===== src/rtl/decode_unit_pkg.sv =====
// decode_unit_pkg: shared widths, opcodes, NOP encoding and control decode for the decode stage
package decode_unit_pkg;
    localparam int INST_WIDTH      = 32;
    localparam int REG_FILE_WIDTH  = 32;
    localparam int VIRT_ADDR_WIDTH = 32;
    localparam int ADDR_WIDTH      = 5;

    localparam logic [5:0] OP_ADD  = 6'h00;
    localparam logic [5:0] OP_SUB  = 6'h01;
    localparam logic [5:0] OP_MUL  = 6'h02;
    localparam logic [5:0] OP_ADDI = 6'h08;
    localparam logic [5:0] OP_LDW  = 6'h10;
    localparam logic [5:0] OP_STW  = 6'h11;
    localparam logic [5:0] OP_BEQ  = 6'h30;

    localparam logic [INST_WIDTH-1:0] NOP_INST = 32'hFC00_0000;

    typedef enum logic [1:0] {
        ALU_ADD = 2'b00,
        ALU_SUB = 2'b01,
        ALU_MUL = 2'b10
    } alu_op_e;

    typedef struct packed {
        logic    wb_en;
        logic    mem_r_en;
        logic    mem_w_en;
        logic    mem_to_reg;
        logic    alu_reg_dest;
        logic    is_branch;
        logic    is_immediate;
        alu_op_e alu_op;
    } ctrl_t;

    function automatic ctrl_t decode_op(input logic [5:0] op);
        ctrl_t c;
        c = '0;
        case (op)
            OP_ADD:  begin c.wb_en = 1'b1; c.alu_reg_dest = 1'b1; end
            OP_SUB:  begin c.wb_en = 1'b1; c.alu_reg_dest = 1'b1; c.alu_op = ALU_SUB; end
            OP_MUL:  begin c.wb_en = 1'b1; c.alu_reg_dest = 1'b1; c.alu_op = ALU_MUL; end
            OP_ADDI: begin c.wb_en = 1'b1; c.is_immediate = 1'b1; end
            OP_LDW:  begin c.wb_en = 1'b1; c.is_immediate = 1'b1; c.mem_r_en = 1'b1; c.mem_to_reg = 1'b1; end
            OP_STW:  begin c.is_immediate = 1'b1; c.mem_w_en = 1'b1; end
            OP_BEQ:  begin c.is_branch = 1'b1; c.alu_op = ALU_SUB; end
            default: c = '0;
        endcase
        return c;
    endfunction
endpackage


===== src/rtl/decode_unit_decode_ctrl.sv =====
// decode_ctrl: stall-driven NOP bubble mux, control decode and per-stage register enables
module decode_ctrl
    import decode_unit_pkg::*;
(
    input  logic [INST_WIDTH-1:0] instruction,
    input  logic                  block_icache,
    input  logic                  block_dcache,
    output logic [INST_WIDTH-1:0] inst,
    output ctrl_t                 ctrl,
    output logic                  en_reg_fetch,
    output logic                  en_reg_decode,
    output logic                  en_reg_alu,
    output logic                  en_reg_mem
);
    logic stall;

    assign stall = block_icache | block_dcache;
    assign inst  = stall ? NOP_INST : instruction;
    assign ctrl  = decode_op(inst[31:26]);

    // An icache stall freezes only the front end so the bubble drains downstream
    assign en_reg_fetch  = ~stall;
    assign en_reg_decode = ~stall;
    assign en_reg_alu    = ~block_dcache;
    assign en_reg_mem    = ~block_dcache;
endmodule


===== src/rtl/decode_unit_gpr_file.sv =====
// gpr_file: 32x32 register file, async reads, r0 hardwired to zero, write-first bypass
module gpr_file
    import decode_unit_pkg::*;
(
    input  logic                      clk,
    input  logic [ADDR_WIDTH-1:0]     addr_a,
    input  logic [ADDR_WIDTH-1:0]     addr_b,
    input  logic [ADDR_WIDTH-1:0]     wb_addr,
    input  logic [REG_FILE_WIDTH-1:0] wb_data,
    input  logic                      wb_we,
    output logic [REG_FILE_WIDTH-1:0] data_a,
    output logic [REG_FILE_WIDTH-1:0] data_b
);
    logic [REG_FILE_WIDTH-1:0] mem [32];

    always_ff @(posedge clk)
        if (wb_we && wb_addr != '0) mem[wb_addr] <= wb_data;

    // Bypass lets a same-cycle write-back feed the operand being decoded
    assign data_a = (addr_a == '0) ? '0 : (wb_we && wb_addr == addr_a) ? wb_data : mem[addr_a];
    assign data_b = (addr_b == '0) ? '0 : (wb_we && wb_addr == addr_b) ? wb_data : mem[addr_b];
endmodule


===== src/rtl/decode_unit.sv =====
// decode_unit: decode stage top, holds the decode->ALU pipeline register
module decode_unit
    import decode_unit_pkg::*;
(
    input  logic                       clk,
    input  logic                       reset,
    input  logic [VIRT_ADDR_WIDTH-1:0] pc_in,
    input  logic [INST_WIDTH-1:0]      instruction,
    input  logic [ADDR_WIDTH-1:0]      wb_addr,
    input  logic [REG_FILE_WIDTH-1:0]  wb_data,
    input  logic                       wb_we,
    input  logic                       wrt_en,
    input  logic                       block_dcache,
    input  logic                       block_icache,
    output logic [REG_FILE_WIDTH-1:0]  data_a,
    output logic [REG_FILE_WIDTH-1:0]  data_b,
    output logic [REG_FILE_WIDTH-1:0]  imm,
    output logic [VIRT_ADDR_WIDTH-1:0] pc_out,
    output logic [ADDR_WIDTH-1:0]      addr_a,
    output logic [ADDR_WIDTH-1:0]      addr_b,
    output logic [ADDR_WIDTH-1:0]      reg_d,
    output logic [ADDR_WIDTH-1:0]      reg_d_imme,
    output logic                       wb_en,
    output logic                       mem_r_en,
    output logic                       mem_w_en,
    output logic                       mem_to_reg,
    output logic                       alu_reg_dest,
    output logic                       is_branch,
    output logic                       is_immediate,
    output logic [1:0]                 alu_op,
    output logic                       en_reg_fetch,
    output logic                       en_reg_decode,
    output logic                       en_reg_alu,
    output logic                       en_reg_mem
);
    logic [INST_WIDTH-1:0]     inst;
    ctrl_t                     ctrl;
    logic [REG_FILE_WIDTH-1:0] rd_a;
    logic [REG_FILE_WIDTH-1:0] rd_b;

    decode_ctrl u_decode_ctrl (
        .instruction  (instruction),
        .block_icache (block_icache),
        .block_dcache (block_dcache),
        .inst         (inst),
        .ctrl         (ctrl),
        .en_reg_fetch (en_reg_fetch),
        .en_reg_decode(en_reg_decode),
        .en_reg_alu   (en_reg_alu),
        .en_reg_mem   (en_reg_mem)
    );

    gpr_file u_gpr_file (
        .clk    (clk),
        .addr_a (inst[25:21]),
        .addr_b (inst[20:16]),
        .wb_addr(wb_addr),
        .wb_data(wb_data),
        .wb_we  (wb_we),
        .data_a (rd_a),
        .data_b (rd_b)
    );

    always_ff @(posedge clk)
        if (reset) begin
            data_a       <= '0;
            data_b       <= '0;
            imm          <= '0;
            pc_out       <= '0;
            addr_a       <= '0;
            addr_b       <= '0;
            reg_d        <= '0;
            reg_d_imme   <= '0;
            wb_en        <= 1'b0;
            mem_r_en     <= 1'b0;
            mem_w_en     <= 1'b0;
            mem_to_reg   <= 1'b0;
            alu_reg_dest <= 1'b0;
            is_branch    <= 1'b0;
            is_immediate <= 1'b0;
            alu_op       <= '0;
        end else if (wrt_en) begin
            data_a       <= rd_a;
            data_b       <= rd_b;
            imm          <= {16'h0, inst[15:0]};
            pc_out       <= pc_in;
            addr_a       <= inst[25:21];
            addr_b       <= inst[20:16];
            reg_d        <= inst[20:16];
            reg_d_imme   <= inst[15:11];
            wb_en        <= ctrl.wb_en;
            mem_r_en     <= ctrl.mem_r_en;
            mem_w_en     <= ctrl.mem_w_en;
            mem_to_reg   <= ctrl.mem_to_reg;
            alu_reg_dest <= ctrl.alu_reg_dest;
            is_branch    <= ctrl.is_branch;
            is_immediate <= ctrl.is_immediate;
            alu_op       <= ctrl.alu_op;
        end
endmodule


===== config.mk =====
export PLATFORM = sky130hd
export DESIGN_NAME = decode_unit
export DESIGN_NICKNAME = d
export VERILOG_FILES = /design/src/rtl/decode_unit_pkg.sv /design/src/rtl/decode_unit_decode_ctrl.sv /design/src/rtl/decode_unit_gpr_file.sv /design/src/rtl/decode_unit.sv
export SDC_FILE = /design/constraint.sdc
export NUM_CORES = 2
export LEC_CHECK = 0
export CAP_MARGIN = 20
export CORE_MARGIN = 2
export CORE_UTILIZATION = 50
export CTS_CLUSTER_SIZE = 16
export DETAILED_ROUTE_END_ITERATION = 10
export PLACE_DENSITY = 0.68
export SLEW_MARGIN = 20
export SYNTH_ARGS = -nofsm -noshare
export SYNTH_HDL_FRONTEND = slang
export SYNTH_SLANG_ARGS = --single-unit

===== constraint.sdc =====
create_clock -name clk -period 3.7 [get_ports clk]
set_input_delay 0.555 -clock clk [delete_from_list [all_inputs] [get_ports clk]]
set_output_delay 0.555 -clock clk [all_outputs]
set_load 0.01 [all_outputs]

; Word-level counts from Yosys, hierarchy flattened
; Memories as Yosys holds them, arrays and structs flattened.
; Index checks and enable logic that the tools add are counted.
[classes]
n_mux = 14
n_eq_ne = 8
bitwise = 3
reduce_logical = 11
[op_table]
columns = op, n
row1 = 32-bit two-way mux, 5
row2 = "6-bit by 5-bit equality test with 1-bit output, second input constant", 2
row3 = 5-bit equality test, 2
row4 = 5-bit zero test, 2
row5 = 1-bit two-way mux, 8
row6 = "6-bit by 1-bit equality test with 1-bit output, second input constant", 1
row7 = "6-bit by 2-bit equality test with 1-bit output, second input constant", 1
row8 = "6-bit by 4-bit equality test with 1-bit output, second input constant", 1
row9 = "6-bit equality test, second input constant", 1
row10 = 6-bit zero test, 1
row11 = 3-bit OR reduction, 2
row12 = 5-bit nonzero test, 1
row13 = 5-bit OR reduction, 1
row14 = 2-bit case mux with 2 select lines, 1
row15 = 1-bit logical AND, 3
row16 = 1-bit NOT, 2
row17 = 2-bit OR reduction, 1
row18 = 1-bit bitwise OR, 1
[totals]
elab_cells = 51
register_bits = 135
inputBits = 107
out_inout_bits = 161
memories = 1
mem_bits_rw = 1024
[mem_list]
columns = name, words, word_bits, read_ports, rd_clocked_by_memory_dff, wr, line_no
row1 = u_gpr_file.mem, 32, 32, 2, 0, 1, decode_unit_gpr_file.sv:14  ; logic [REG_FILE_WIDTH-1:0] mem [32];

; Longest topological paths before layout
[logic_depth]
word_depth = 6
mapped_depth = 12
depth_no_buf = 7

; Hierarchy
; From an unflattened synthesis, not the netlist that was laid out.
[hier_totals]
cells_unflattened = 3030
hier_area_um2 = 53196.0
[modules_own_cells]
columns = mod, n_inst, area_per_inst_um2, seq_area_each_um2, cells_each
row1 = gpr_file, 1, 47869.7, 30749.5, 2520
row2 = decode_unit, 1, 4885.9, 2622.5, 450
row3 = decode_ctrl, 1, 440.4, 0.0, 60

; Worst setup path before layout
; Ideal clock, no wire load.
[synth_path]
path_type = input to register
startpoint = in wb_addr[3]
endpoint = mem u_gpr_file.mem[25][0], enable pin
stages = 4
setup_time_ps = 421
arrival_ps = 2569
slack_ps = 710
cell_sequence = clkbuf_1 nor2b_1 nand3_1 nor2_1
[synth_via]
elab_chain_len = 4
[synth_lines]
columns = element, line_no
row1 = start: declaration, decode_unit.sv:9  ; input logic [ADDR_WIDTH-1:0] wb_addr,
row2 = 5-bit nonzero test, decode_unit_gpr_file.sv:17  ; if (wb_we && wb_addr != '0) mem[wb_addr] <= wb_data;
row3 = 1-bit logical AND, decode_unit_gpr_file.sv:17
row4 = 1-bit two-way mux, decode_unit_gpr_file.sv:17
row5 = 1-bit two-way mux (not written as such), decode_unit_gpr_file.sv:17
row6 = end: declaration, decode_unit_gpr_file.sv:14
; Several ways; a longest one is shown, not always the timed one.

; Worst setup path after layout
[layout_path]
startpoint = in block_icache
endpoint = out en_reg_decode
[layout_via]
elab_chain_len = 2
[layout_lines]
columns = element, line_no
row1 = start: declaration, decode_unit.sv:14  ; input logic block_icache,
row2 = 1-bit bitwise OR, decode_unit_decode_ctrl.sv:17  ; assign stall = block_icache | block_dcache;
row3 = 1-bit NOT, decode_unit_decode_ctrl.sv:23  ; assign en_reg_decode = ~stall;
row4 = end: declaration, decode_unit.sv:32  ; output logic en_reg_decode,
; No other way between the ends.

==> results.md <==
* Clock power share at 0.409
* Sw Ratio at 0.243
* Gate Count Post-Synth at 4,283
* Cells after DPL at 5,870
* # DRC at 0
* Synth area leader: edfxtp_1
* P_int at 22.5 mW
* IO Pins at 268
* Yosys reg bits at 1,154
* Final GP Congestion at 0.911
* Core area at around 110,000 µm²
* Setup TNS Final at 0 ps
* Vias per cell at 7.15
* Bufs on Longest Clock Path at 3
* Largest net degree at the start of global routing at 101
* FF-to-FF setup slack at around 1200 ps
* Worst Tran Pin Value at 1010 ps
* Post-DR wirelength/cell at 34.9 µm
* Synth Area in XOR/XNOR at 0.00111
* Post-Syn Area at 55,100 µm²
* Final HPWL DP at 126 mm
* Share of layout cells above drive strength 1 at 0.149
* TritonCTS Buffers at 119
* Port bufs at 251
* Clock-pin slew on the worst setup and hold paths at about 60 ps
* Initial antenna violation count at 11
* RSZ-0062 raised after global routing: false
* Max Freq at between 300 and 400 MHz
* Sequential area share after synthesis at 0.605
* Total die area at ~110,000 µm²
* Max cap viols at 0
* Initial Utilization at 0.505
* Fin crit share at 0.812
* CTS tree: done
* R2R depth at 6
* Cell Pwr Density at 461 nW/µm²
* Required time of the critical path at 3140 ps
* Startpoint types: input pin
* Largest family of logic cells by synthesized area: compound AO/OA/AOI/OAI gates
* Max-Slew Margin vs Limit at 0.326
* Synth top area share at 0.558
* CP arrival at approximately 2500 ps
* GRT Total Usage at 0.369
* Vias in the first global route at 41,444
* Crit path to: en_reg_decode
* Asr flop ratio synth at 0
* Layout area overhead at 17.2%
* Largest Register: u_gpr_file.mem
* WS Path Type: input pin to primary output
* Worst Setup SP: block_icache
* DRT Pass-1 Iters at 7
* Synth cell count leaders: edfxtp_1, mux2i_1, nand2_1
* Max VDD drop at roughly 0.44 mV
* Clock sink count at roughly 1,200
* Non-filler cells, final at ~6,100
* Final Max Slew Viols at 0
* # hold bufs at CTS at 0
* Filler cells at 8,524
* Top post-synthesis cells by area: edfxtp_1, mux2i_1, dfxtp_1
* Clock Latency Late Sink at approximately 730 ps
* Post-synth EDFFs at just over 1,000
* Final hold violation count at 0
* Post-CTS Setup Inserts at 0
* H-Tree Depth at 3
* Warnings from Yosys at 0
* Max FFs per register at 1,024
* Net Switching at slightly above 7 mW
* Final setup fails at 0
* Distinct cells, synth at between 80 and 90
* # nets final at roughly 4,600
* Crit path max fanout at 21
* Clk_skew at 31.1 ps
* Commonest register cell after synthesis: edfxtp_1
* Hold Crit Class: input pin to flop
* Logic pwr share at 0.102
* Crit. End Element: primary output
* Iter 0 DRT Violations at 7,757
* Synth Area per Inst at 12.9 µm²
* CTS resizes at 0
* Synth Area in Simple Gates at 0.0759
* First-pass GRT wire length at between 200 and 300 mm
* Fin crit period at 3010 ps
* Mux contribution to synthesized area at 0.116
* Leak at approximately 21 nW
* Crit Reg-Reg Endpoint: data_a[25]
* Antenna viol nets, final at 0
* Status: complete, no violations
* CTS root buf: clkbuf_16
* Rows at between 100 and 150
* Via count at 43,611
* Reg-to-Reg Start: u_gpr_file.mem[29][25]
* Sequential Power Share at 0.488
* Post-synthesis compound-gate area fraction at 0.163
* Chip width at 336 µm
* Die height at 336 µm
* DRT Wirelength at 213 mm
* Adder-Cell Fraction of Synth Area at 0
* Cell with the most instances after synthesis: edfxtp_1
* Grt ovf at 0
## final cells by class
cell class / count / area (µm²) / share of cell area
Clock inverter: 54 / 546 / 0.00844
Tap cell: 1476 / 1850 / 0.0286
Inverter: 11 / 41.3 / 0.000639
Multi-Input combinational cell: 2728 / 20200 / 0.313
Antenna cell: 6 / 15.0 / 0.000232
Timing Repair Buffer: 501 / 5240 / 0.0810
Sequential cell: 1154 / 33400 / 0.516
Clock buffer: 172 / 3390 / 0.0524
## worst max-delay path: stages
cell and delay, ps:
buf_4 220, or2_2 370, inv_2 380, buf_4 330, clkdlybuf4s50_1 570
## kinds of logic after synthesis
family	count (synthesis)
AOI/OAI and AO/OA	1257
and+or+nand+nor	891
muxes	525
DFF	1154
xor gates and xnor gates	7
buffers and inverters	448
other	1
## per-stage QoR
step / hold WS (ps) / worst slack [ps] / util / power [mW] / cell area [µm²]
final: 405 / 695 / 0.592 / 29.8 / 64600
after global routing: 434 / 670 / 0.592 / 30.4 / 64600
after global placement: 448 / 335 / 0.556 / 17.7 / 60700
after CTS: 400 / 736 / 0.592 / 29.7 / 64600
after floorplan: 486 / 710 / - / 16.4 / 55300
after detailed placement: 453 / 254 / 0.556 / 17.7 / 60700
## how the worst min path moves through the flow
stage / cells past startpoint / to / startpoint
2_1_floorplan: 2 / imm[0] / imm[0]
4_1_cts: 3 / imm[15] / instruction[15]
5_1_grt: 3 / imm[3] / instruction[3]
3_5_place_dp: 2 / imm[1] / imm[1]
3_3_place_gp: 2 / imm[2] / imm[2]
6_report: 3 / imm[1] / instruction[1]
## layer usage
layer / vias up / GRT usage / wire [µm]
li1: 17518 / - / -
met2: 3905 / 0.550 / 91600
met5: - / 0 / 109
met4: 16 / 0.238 / 15800
met3: 930 / 0.103 / 30000
met1: 21242 / 0.475 / 75300
## power groups by stage
stage / clock (mW) / combinational [mW] / sequential [mW]
final: 12.2 / 3.04 / 14.5
after global routing: 12.7 / 3.13 / 14.6
after CTS: 12.2 / 2.94 / 14.5
after detailed placement: 0 / 2.93 / 14.8
after global placement: 0 / 2.90 / 14.8
after floorplan: 0 / 1.57 / 14.8
## layout by cell type, fill, tap and decap left out, drive strengths merged, types with 78 or more instances in the layout
cell	n
a21oi	323
buf	259
clkbuf	172
clkdlybuf4s50	242
dfxtp	130
edfxtp	1024
mux2i	371
mux4	82
nand2	350
nor2	213
nor2b	78
o211ai	109
o21ai	84
o221ai	196
or3	105
No activity file was read; power rests on OpenSTA's default activity.
